**config.mk**
```make
export PLATFORM = sky130hd
export DESIGN_NAME = couche_diffusion_inv
export DESIGN_NICKNAME = d
export VERILOG_FILES = /design/src/rtl/ascon_pack.sv /design/src/rtl/couche_diffusion_inv_pkg.sv /design/src/rtl/couche_diffusion.sv /design/src/rtl/couche_diffusion_inv.sv
export SDC_FILE = /design/constraint.sdc
export NUM_CORES = 1
export LEC_CHECK = 0
export ABC_AREA = 1
export CORE_AREA = 2 2 250 252
export DETAILED_ROUTE_END_ITERATION = 8
export DIE_AREA = 0 0 252 254
export DONT_BUFFER_PORTS = 1
export SLEW_MARGIN = 20
export SYNTH_ARGS = -nofsm -noshare
export SYNTH_HDL_FRONTEND = slang
export SYNTH_SLANG_ARGS = --single-unit
```
**constraint.sdc**
```tcl
create_clock -name clock_i -period 1.6 [get_ports clock_i]
set_clock_uncertainty 0.05 [all_clocks]
set_input_delay 0.32 -clock clock_i [delete_from_list [all_inputs] [get_ports clock_i]]
set_output_delay 0.32 -clock clock_i [all_outputs]
set_load 0.1 [all_outputs]
```
**src/rtl/ascon_pack.sv**
```systemverilog
// Shared ASCON types and linear-layer rotation constants.
// Row i of type_state is state[i]; rotations are right rotations.
package ascon_pack;

    typedef logic [4:0][63:0] type_state;

    // Rotation pairs per row: (19,28) (61,39) (1,6) (10,17) (7,41).
    localparam logic [4:0][5:0] ROT_A = {6'd7, 6'd10, 6'd1, 6'd61, 6'd19};
    localparam logic [4:0][5:0] ROT_B = {6'd41, 6'd17, 6'd6, 6'd39, 6'd28};

    function automatic logic [63:0] ror64(
        input logic [63:0] x,
        input logic [5:0]  n
    );
        logic [6:0] m;
        m = 7'd64 - {1'b0, n};
        return (x >> n) | (x << m);
    endfunction

endpackage

```
**src/rtl/couche_diffusion_inv_pkg.sv**
```systemverilog
// Local types for the iterative inverse diffusion layer.
// Optional self-check is enabled with DIFF_INV_SELFCHECK_EN.
package couche_diffusion_inv_pkg;

    typedef enum logic [1:0] {
        IDLE = 2'd0,
        RUN  = 2'd1,
        DONE = 2'd2
    } fsm_state_t;

    localparam int CNT_W = 6;

endpackage

```
**src/rtl/couche_diffusion.sv**
```systemverilog
// Combinational ASCON linear diffusion layer (one forward pass).
// Each row: x ^ (x >>> a) ^ (x >>> b).
module couche_diffusion
    import ascon_pack::*;
(
    input  type_state diff_i,
    output type_state diff_o
);

    for (genvar i = 0; i < 5; i++) begin : g_row
        assign diff_o[i] = diff_i[i]
                         ^ ror64(diff_i[i], ROT_A[i])
                         ^ ror64(diff_i[i], ROT_B[i]);
    end

endmodule

```
**src/rtl/couche_diffusion_inv.sv**
```systemverilog
// Inverse diffusion by NB_ITER repeated forward passes (order 64).
// Define DIFF_INV_SELFCHECK_EN to add err_o and a saved input copy.
module couche_diffusion_inv
    import ascon_pack::*;
    import couche_diffusion_inv_pkg::*;
#(
    parameter int NB_ITER = 63
) (
    input  logic      clock_i,
    input  logic      reset_i,
    input  logic      start_i,
    input  type_state diff_i,
    output type_state diff_o,
`ifdef DIFF_INV_SELFCHECK_EN
    output logic      err_o,
`endif
    output logic      busy_o,
    output logic      done_o
);

    localparam logic [CNT_W-1:0] LAST = CNT_W'(NB_ITER - 1);

    fsm_state_t       state_q;
    fsm_state_t       state_d;
    type_state        state_reg;
    type_state        pass_out;
    logic [CNT_W-1:0] cnt_q;
    logic             load;
    logic             step;
    logic             last;

    assign last   = (cnt_q == LAST);
    assign diff_o = state_reg;

    // Shared by the RUN pass and, in DONE, the forward re-check.
    couche_diffusion u_diff (
        .diff_i (state_reg),
        .diff_o (pass_out)
    );

    always_ff @(posedge clock_i) begin
        if (reset_i) begin
            state_q <= IDLE;
        end else begin
            state_q <= state_d;
        end
    end

    always_comb begin
        state_d = state_q;
        case (state_q)
            IDLE:    if (start_i) state_d = RUN;
            RUN:     if (last) state_d = DONE;
            DONE:    state_d = start_i ? RUN : IDLE;
            default: state_d = IDLE;
        endcase
    end

    always_comb begin
        busy_o = 1'b0;
        done_o = 1'b0;
        load   = 1'b0;
        step   = 1'b0;
        case (state_q)
            IDLE: load = start_i;
            RUN: begin
                busy_o = 1'b1;
                step   = 1'b1;
            end
            DONE: begin
                done_o = 1'b1;
                load   = start_i;
            end
            default: ;
        endcase
    end

    always_ff @(posedge clock_i) begin
        if (reset_i) begin
            state_reg <= '0;
            cnt_q     <= '0;
        end else if (load) begin
            state_reg <= diff_i;
            cnt_q     <= '0;
        end else if (step) begin
            state_reg <= pass_out;
            cnt_q     <= cnt_q + 1'b1;
        end
    end

`ifdef DIFF_INV_SELFCHECK_EN
    type_state saved_q;

    always_ff @(posedge clock_i) begin
        if (reset_i) begin
            saved_q <= '0;
        end else if (load) begin
            saved_q <= diff_i;
        end
    end

    assign err_o = done_o && (pass_out != saved_q);
`endif

endmodule

```
Word level (Yosys, flattened, before mapping)
Cells that the tools add are included.
- multiplexer cells: 9
- divide/modulo/power cells: 0
- shifts and indexed selects: 0
- $mul: 0
- equal/unequal tests: 5
- bitwise gates (word level): 20
- reduce and logical (&&, ||, !) cells: 5
- add/subtract/negate cells: 1
- magnitude comparators: 0
- operators by type and width (kind ; count):
    $mux W320 ; 2
    $xor A64 B64 Y64 ; 10
    $or A23 B64 Y64 ; 1
    $or A25 B64 Y64 ; 1
    $or A3 B64 Y64 ; 1
    $or A36 B64 Y64 ; 1
    $or A45 B64 Y64 ; 1
    $or A47 B64 Y64 ; 1
    $or A54 B64 Y64 ; 1
    $or A57 B64 Y64 ; 1
    $or A58 B64 Y64 ; 1
    $or A63 B64 Y64 ; 1
    $add A6 B1 Y6 const B ; 1
    $eq A6 B6 Y1 const B ; 1
    $pmux W2 S3 ; 1
    $mux W1 ; 4
    $mux W2 ; 2
    $ne A2 B2 Y1 const B ; 2
    $reduce_or A2 Y1 ; 2
    $eq A2 B1 Y1 const B ; 1
    $eq A2 B2 Y1 const B ; 1
    $logic_not A2 Y1 ; 1
    $reduce_and A2 Y1 ; 1
    $reduce_bool A2 Y1 ; 1
- input port bits: 323
- memories: 0
- bits in latches: 0
- memory bits (writable): 0
- register bits after elaboration: 328
- output and inout bits: 322
- ROM bits: 0

Logic depth before layout (Yosys ltp)
Gate-level depths: netlist of run 1.
- word-level depth: 5
- depth in mapped cells: 9
- mapped depth without buffers: 7

Hierarchy
Synthesis of run 1 repeated with hierarchy kept, for this count alone.
- cells, all modules: 4392
- area total of the unflattened synthesis: 23605.1 um^2
- by module, submodules not included (module ; instances ; area an instance (um^2) ; cells each):
    couche_diffusion_inv ; 1 ; 14796.7 ; 2152
    couche_diffusion ; 1 ; 8808.4 ; 2240

Worst setup path after synthesis of run 1
No wires, ideal clock.
- path type: reg2out
- start point: reg state_q[1]
- end point: out done_o
- arrival time: 1.593 ns
- path buffers: 0
- slack: -0.363 ns
- data required time: 1.230 ns
- stages on the path, launching flop included: 3
- path through: dfxtp_1 > inv_1 > nor2_1
- word-level cells in the longest chain between the ends: 2
- ends and longest elaborated chain (element ; line ; text):
    from (decl) ; couche_diffusion_inv.sv:23 ; fsm_state_t state_q;
    from (signal assigned) ; couche_diffusion_inv.sv:45 ; state_q <= state_d;
    $eq A2 B2 Y1 ; couche_diffusion_inv.sv:64 ; case (state_q)
    $mux W1 ; couche_diffusion_inv.sv:64 ;
    to (decl) ; couche_diffusion_inv.sv:18 ; output logic done_o
Every way passes these cells.

Worst setup path in the final report of run 1
- start point: reg state_q[0]
- end point: out busy_o
- word-level cells in the longest chain between the ends: 2
- ends and longest elaborated chain (element ; line ; text):
    $eq A2 B1 Y1 ; couche_diffusion_inv.sv:64 ;
    $mux W1 ; couche_diffusion_inv.sv:64 ;
    to (decl) ; couche_diffusion_inv.sv:17 ; output logic busy_o,
Every way passes these cells.

==> results of run 1 <==
synthesized netlist by cell type (3+ instances only):
| cell | count |
|---|---|
| nand2_1 | 2248 |
| nand3_1 | 644 |
| dfxtp_1 | 328 |
| nor2_1 | 328 |
| inv_1 | 327 |
| a21oi_1 | 323 |
| buf_2 | 80 |
| clkbuf_1 | 70 |
| buf_1 | 17 |
| buf_4 | 11 |
| inv_2 | 3 |
per-stage QoR:
| step | hold WS, ps | instances |
|---|---|---|
| final | -240 | 5552 |
| after detailed placement | 359 | 5405 |
| after CTS | -247 | 5489 |
| after floorplan | 403 | 4390 |
| after global placement | 360 | 5405 |
| after global routing | -242 | 5552 |
worst max-delay path, delay by kind of cell, from the launching register on:
family / cells / cell delay, ps
buf+inv: 4 / 490
simple gates: 1 / 50
flops: 1 / 340
per-layer routing:
layer	part of all wire (%)	vias to the layer above	GRT usage [%]	routed length, µm
met5	0	-	0	0
met4	4.5	0	12.6	4780
met3	9.2	261	6.36	9700
met2	46	1403	47.7	48600
met1	40	13800	37.6	42700
li1	-	14500	-	-
timing repair:
item                       CTS  global route
hold endpoints to repair   328           328
resized for setup          610           247
setup endpoints to repair  327           424
cloned                       6            36
buffers inserted             8            26
pin swaps                    3            10
state kept, by name, summed over array words and instances, names as in the netlist:
| register | cells |
|---|---|
| cnt_q | 6 |
| diff_o | 320 |
| state_q | 2 |
power groups by stage:
| stage | sequential, mW | clock (mW) | combinational, mW |
|---|---|---|---|
| floorplan | 17.6 | 0 | 6.76 |
| global placement | 11.2 | 0 | 17.5 |
| detailed placement | 11.2 | 0 | 17.7 |
| CTS | 11.3 | 9.50 | 19.1 |
| global route | 11.5 | 9.83 | 21.8 |
| finish | 11.4 | 9.41 | 20.4 |
cell families after synthesis:
kind of cell,share of synthesized area [%]
xor+xnor,0.0377
fa+ha+maj,0.108
simple gates,55.7
flops,28.3
buf+inv,8.83
compound gates,7.02
how the worst min path moves through the flow:
stage	start	endpoint	cells past startpoint
6_report	reset_i	diff_o[288]	1
5_1_grt	reset_i	diff_o[288]	1
4_1_cts	reset_i	diff_o[288]	1
3_5_place_dp	reset_i	diff_o[288]	1
3_3_place_gp	reset_i	diff_o[279]	1
2_1_floorplan	cnt_q[5]	cnt_q[5]	2
cell type report:
class                      instances  area, µm²  area share [%]
tap                              790        988            2.97
timing repair buffer             475       7370            22.1
timing repair inverter             3       52.6           0.158
sequential                       328       7050            21.2
antenna                            2       5.00          0.0150
clock inverter                    16        116           0.349
multi-input combinational       3554      15300            45.8
clock buffer                      54       1190            3.56
inverter                         330       1300            3.89
==> impl_metrics.json, run 1 <==
{
  "p_int_mw": 21.2,
  "cts_tree": "built",
  "fp.coreArea_mm2": 0.0613,
  "via_per_inst": 5.39,
  "drv_slew": 0,
  "p_sw_mw": 20.0,
  "dpl_cell_area_mm2": 0.0275,
  "clkTransAtPathRegs_ps": 60,
  "vdd_drop_max_mv": 0.990,
  "drcViolationCount": 0,
  "r2r-end": "diff_o[166]",
  "critPathMaxFanout": 3,
  "vias": 29900,
  "synthFlopType": "dfxtp_1",
  "dieArea_mm2": 0.0640,
  "portBuffers": 0,
  "avgSynthCellArea_um2": 5.29,
  "clock_power_share_pct": 22.8,
  "setup_viol": 303,
  "synth_top_cell_by_area": "nand2_1",
  "critPathSlowestCell": "dfxtp_2",
  "worstMarginPinSlew_ps": 579,
  "worstSetupEndpoint": "busy_o",
  "drt_iter0_drc": 3102,
  "row_count": 91,
  "r2r-start": "state_q[0]",
  "maxCapViolations": 0,
  "hold_class": "input pin to flop",
  "crit_arrival_ps": 1450,
  "fin_area_mm2": 0.0333,
  "power.leakage_nw": 15.5,
  "report.final.hold_viol_count": 194,
  "clock_latency_ps": 570,
  "fin_tns_setup_ps": -29180,
  "post-place-ws_ps": -63.3,
  "grt_start_max_net_pins": 324,
  "synthDistinctLibCells": 19,
  "place_congestion": 0.973,
  "wl_per_cell_um": 19.1,
  "area_growth_pct": 43.6,
  "synth_nets": 4715,
  "async_flop_share_pct": 0,
  "grt_usage_pct": 29.4,
  "grt_overflow": 0,
  "crit_path_start": "state_q[0]",
  "comb_power_share_pct": 49.6,
  "final_common_cell": "nand2_1",
  "slew_headroom_pct": 61.4,
  "dieHeight_um": 254,
  "synth_top_area_share_pct": 36.4,
  "power_density_mw_per_mm2": 1240,
  "post-route-period-util_pct": 114,
  "fin_crit_ps": 1820,
  "fin_util_pct": 54.4,
  "fillers": 6105,
  "max_freq_ghz": 0.549,
  "cts_buffers": 43,
  "cts.sink_count": 328,
  "cts_buffer_depth": 3,
  "antenna_left": 0,
  "drt-pass1-iter-count": 6,
  "yosysSeqAreaShare_pct": 28.3,
  "hpwl_um": 73300,
  "syn_area_mm2": 0.0232,
  "most-common-layout-cells": "nand2_1 (2234), nand3_1 (641), inv_1 (325)",
  "cpPeakStageDelay_ps": 340,
  "grt_pass1_wl_um": 150000,
  "wl_um": 106000,
  "total_power_mw": 41.2,
  "crit_chain": "buf_6 -> nand2_8 -> buf_16 -> clkinvlp_4 -> buf_12",
  "p_seq_share_pct": 27.6,
  "swShare_pct": 48.5,
  "netlist_instances": 4390,
  "worst_slack_ps": -221,
  "crit_type": "flop to output pin",
  "cp.required_ps": 1230,
  "synth_seq_cells": 328,
  "drive_gt1_share_pct": 22.1,
  "antenna_found_initial": 2,
  "r2r_slack_ps": -170,
  "grt_setup_unrepaired": "true",
  "cp-start-kind": "flop",
  "violations": "negative hold slack, negative setup slack",
  "cp-end-kind": "output pin",
  "status": "finished with violations",
  "io_pins": 645,
  "synth.area.top_cells": "nand2_1 (36%), dfxtp_1 (28%), nand3_1 (14%)",
  "synth_edf_count": 0,
  "whs_ps": -240,
  "r2r_cells": 11,
  "initial_core_util_pct": 37.9,
  "root_buffer": "clkbuf_16",
  "nNetsFinal": 5060,
  "h-tree-depth": 2,
  "grt_pass1_vias": 26200,
  "yosys_warnings": 0,
  "die_w_um": 252
}
No activity file was read; power rests on OpenSTA's default activity.
==> run 2: changes to the inputs <==
ABC_AREA = unset   (was 1)
CORE_AREA = 2 2 251 253   (was 2 2 250 252)
DIE_AREA = 0 0 253 255   (was 0 0 252 254)
==> run 2 against run 1 <==
  * The flow finishes with violations (negative hold slack, max-slew violations, negative setup slack)
  * Final cell count decreased by 34%
  * Maximum frequency decreased by 16%
  * Cell area increased by 8.3%
  * Combinational power decreased by 6%
  * Worst setup slack got worse by 360 ps
  * Core utilization increased by 3.6 points
  * Routed wire length about the same
  * Largest power group unchanged
==> impl_metrics.json, run 2 <==
{
  "post-place-ws_ps": -99.2,
  "grt_setup_unrepaired": "true",
  "cts.sink_count": 328,
  "crit_cells": 1,
  "drt-pass1-iter-count": 5,
  "post-route-period-util_pct": 136,
  "synthFlopType": "dfxtp_1",
  "r2r_cells": 8,
  "root_buffer": "clkbuf_16",
  "hpwl_um": 57000,
  "slew_headroom_pct": -75.8,
  "yosysSeqAreaShare_pct": 31.5,
  "worstMarginPinSlew_ps": 2640,
  "crit_arrival_ps": 2520,
  "power_density_mw_per_mm2": 1130,
  "drt_iter0_drc": 2184,
  "yosys_warnings": 0,
  "vias": 23100,
  "area_growth_pct": 73.2,
  "synth_seq_cells": 328,
  "drv_slew": 205,
  "cts_buffer_depth": 3,
  "total_power_mw": 40.7,
  "final-seq-area_mm2": 0.00730,
  "fillers": 4648,
  "antenna_found_initial": 5,
  "via_per_inst": 6.30,
  "clkTransAtPathRegs_ps": 60,
  "dpl_cell_area_mm2": 0.0248,
  "hold_class": "input pin to flop",
  "crit_type": "input pin to flop",
  "report.final.hold_viol_count": 138,
  "drcViolationCount": 0,
  "grt_pass1_wl_um": 137000,
  "cp-start-kind": "input pin",
  "synthDistinctLibCells": 28,
  "path_delay_family": "compound AO/OA/AOI/OAI gates",
  "grt_start_max_net_pins": 324,
  "clock_latency_ps": 560,
  "synth_top_cell_by_area": "dfxtp_1",
  "final_cells": 3676,
  "cp.required_ps": 1940,
  "cts_tree": "built",
  "antenna_left": 0,
  "max_freq_ghz": 0.459,
  "synth_top_area_share_pct": 31.5,
  "fin_area_mm2": 0.0361,
  "largest_register_ffs": 320,
  "final_common_cell": "buf_12",
  "grt_overflow": 0,
  "wl_um": 106000,
  "crit_chain": "a311oi_1",
  "fin_util_pct": 58.1,
  "power.leakage_nw": 12.7,
  "critPathSlowestCell": "a311oi_1",
  "most-common-layout-cells": "buf_12 (255), xnor2_1 (242), o21ai_0 (194)",
  "initial_core_util_pct": 33.5,
  "h-tree-depth": 2,
  "synth_compound_area_share_pct": 22.7,
  "worstHoldPathCells": 1,
  "synth_nets": 2706,
  "drive_gt1_share_pct": 48.6,
  "grt_usage_pct": 27.5,
  "synth.area.mux_share_pct": 2.05,
  "synth_most_common_cell": "dfxtp_1",
  "grt_pass1_vias": 21800,
  "placedCellCount": 3369,
  "synthXorXnorAreaFrac_pct": 19.2,
  "place_congestion": 0.935,
  "dieArea_mm2": 0.0645,
  "violations": "negative hold slack, max-slew violations, negative setup slack",
  "async_flop_share_pct": 0,
  "setup_viol": 336,
  "crit_buf_inv": 0,
  "vdd_drop_max_mv": 0.776,
  "status": "finished with violations",
  "cts_buffers": 42,
  "fp.coreArea_mm2": 0.0622,
  "synth.area.top_cells": "dfxtp_1 (32%), a311oi_1 (12%), xnor2_1 (10%)",
  "io_pins": 645,
  "fin_crit_ps": 2180,
  "cpPeakStageDelay_ps": 1010,
  "wl_per_cell_um": 28.8,
  "multi_input_area_mm2": 0.0157,
  "row_count": 92,
  "netlist_top_cells_count": "dfxtp_1 (328), a311oi_1 (282), xnor2_1 (242)",
  "die_w_um": 253,
  "maxCapViolations": 0,
  "nNetsFinal": 3167,
  "synth_edf_count": 0,
  "cp-end-kind": "flop",
  "portBuffers": 0,
  "whs_ps": -234,
  "syn_area_mm2": 0.0208,
  "worst_slack_ps": -580,
  "dieHeight_um": 255,
  "critPathMaxFanout": 323,
  "synth_fa_ha_area_share_pct": 0.120,
  "synthSimpleGateAreaFrac_pct": 19.9,
  "avgSynthCellArea_um2": 8.75,
  "synth_top_family_by_area": "compound AO/OA/AOI/OAI gates",
  "netlist_instances": 2381
}
## run 2: cell types whose count changed after synthesis, moves of 49 or more
cell,change
buf_2,-49
inv_1,-325
nor2_1,-171
a211oi_1,+127
nand3_1,-605
nand2_1,-2010
a21oi_1,-318
or3_1,+206
xnor2_1,+241
xor3_1,+79
clkbuf_1,+87
nor2b_1,+129
a311oi_1,+282
o21ai_0,+206
## run 2: routing by layer
metal / track usage [%] / vias up / wire length, µm
met5: 0 / - / 0
met4: 13.0 / 0 / 6380
met3: 6.53 / 434 / 10500
met2: 44.7 / 1595 / 49500
met1: 34.3 / 11300 / 39500
li1: - / 9825 / -
## run 2: report_power, final
group	internal (mW)	switching (mW)
sequential	9.29	2.44
combinational	8.16	11.0
clock	5.82	4.01
total	23.3	17.4
## run 2: timing repair
action	in CTS	in global routing
setup endpoints to repair	451	410
hold buffers	46	17
hold endpoints to repair	322	328
setup buffers	43	49
cloned	40	42
pin swaps	71	234
resized for setup	1129	490
## run 2: metrics by stage
stage                     hold slack (ps)  TNS (ps)
final                                -234    -85180
after global routing                 -243    -71530
after CTS                            -252    -45590
after detailed placement              361     -3050
after global placement                363      -255
after floorplan                       388    -14710
## run 2: kinds of logic after synthesis
| kind of cell | Yosys count |
|---|---|
| flops | 328 |
| fa+ha+maj | 2 |
| xor+xnor | 321 |
| compound gates | 660 |
| simple gates | 813 |
| mux | 38 |
| buf+inv | 219 |
## run 2: area by class of cell
cell class / count / share of cell area [%]
multi-input combinational: 1834 / 43.4
timing repair buffer: 633 / 29.6
antenna: 3 / 0.0208
tap: 799 / 2.77
clock buffer: 64 / 3.65
inverter: 3 / 0.104
clock inverter: 12 / 0.243
sequential: 328 / 20.2
## run 2: worst register-to-register path, stage by stage (launching register included)
cell and delay, ps:
dfxtp_4 360, nand2b_4 170, buf_12 140, buf_16 150, buf_12 150, buf_4 160
buf_16 150, o21ai_0 280, a311oi_2 150
## run 2: final timing paths
path	startpoint	slack, ps	endpoint
setup / recovery	reset_i	-580	diff_o[22]
hold / removal	reset_i	-230	diff_o[49]
setup reg to reg	state_q[1]	-380	diff_o[101]
hold reg to reg	cnt_q[5]	440	state_q[1]
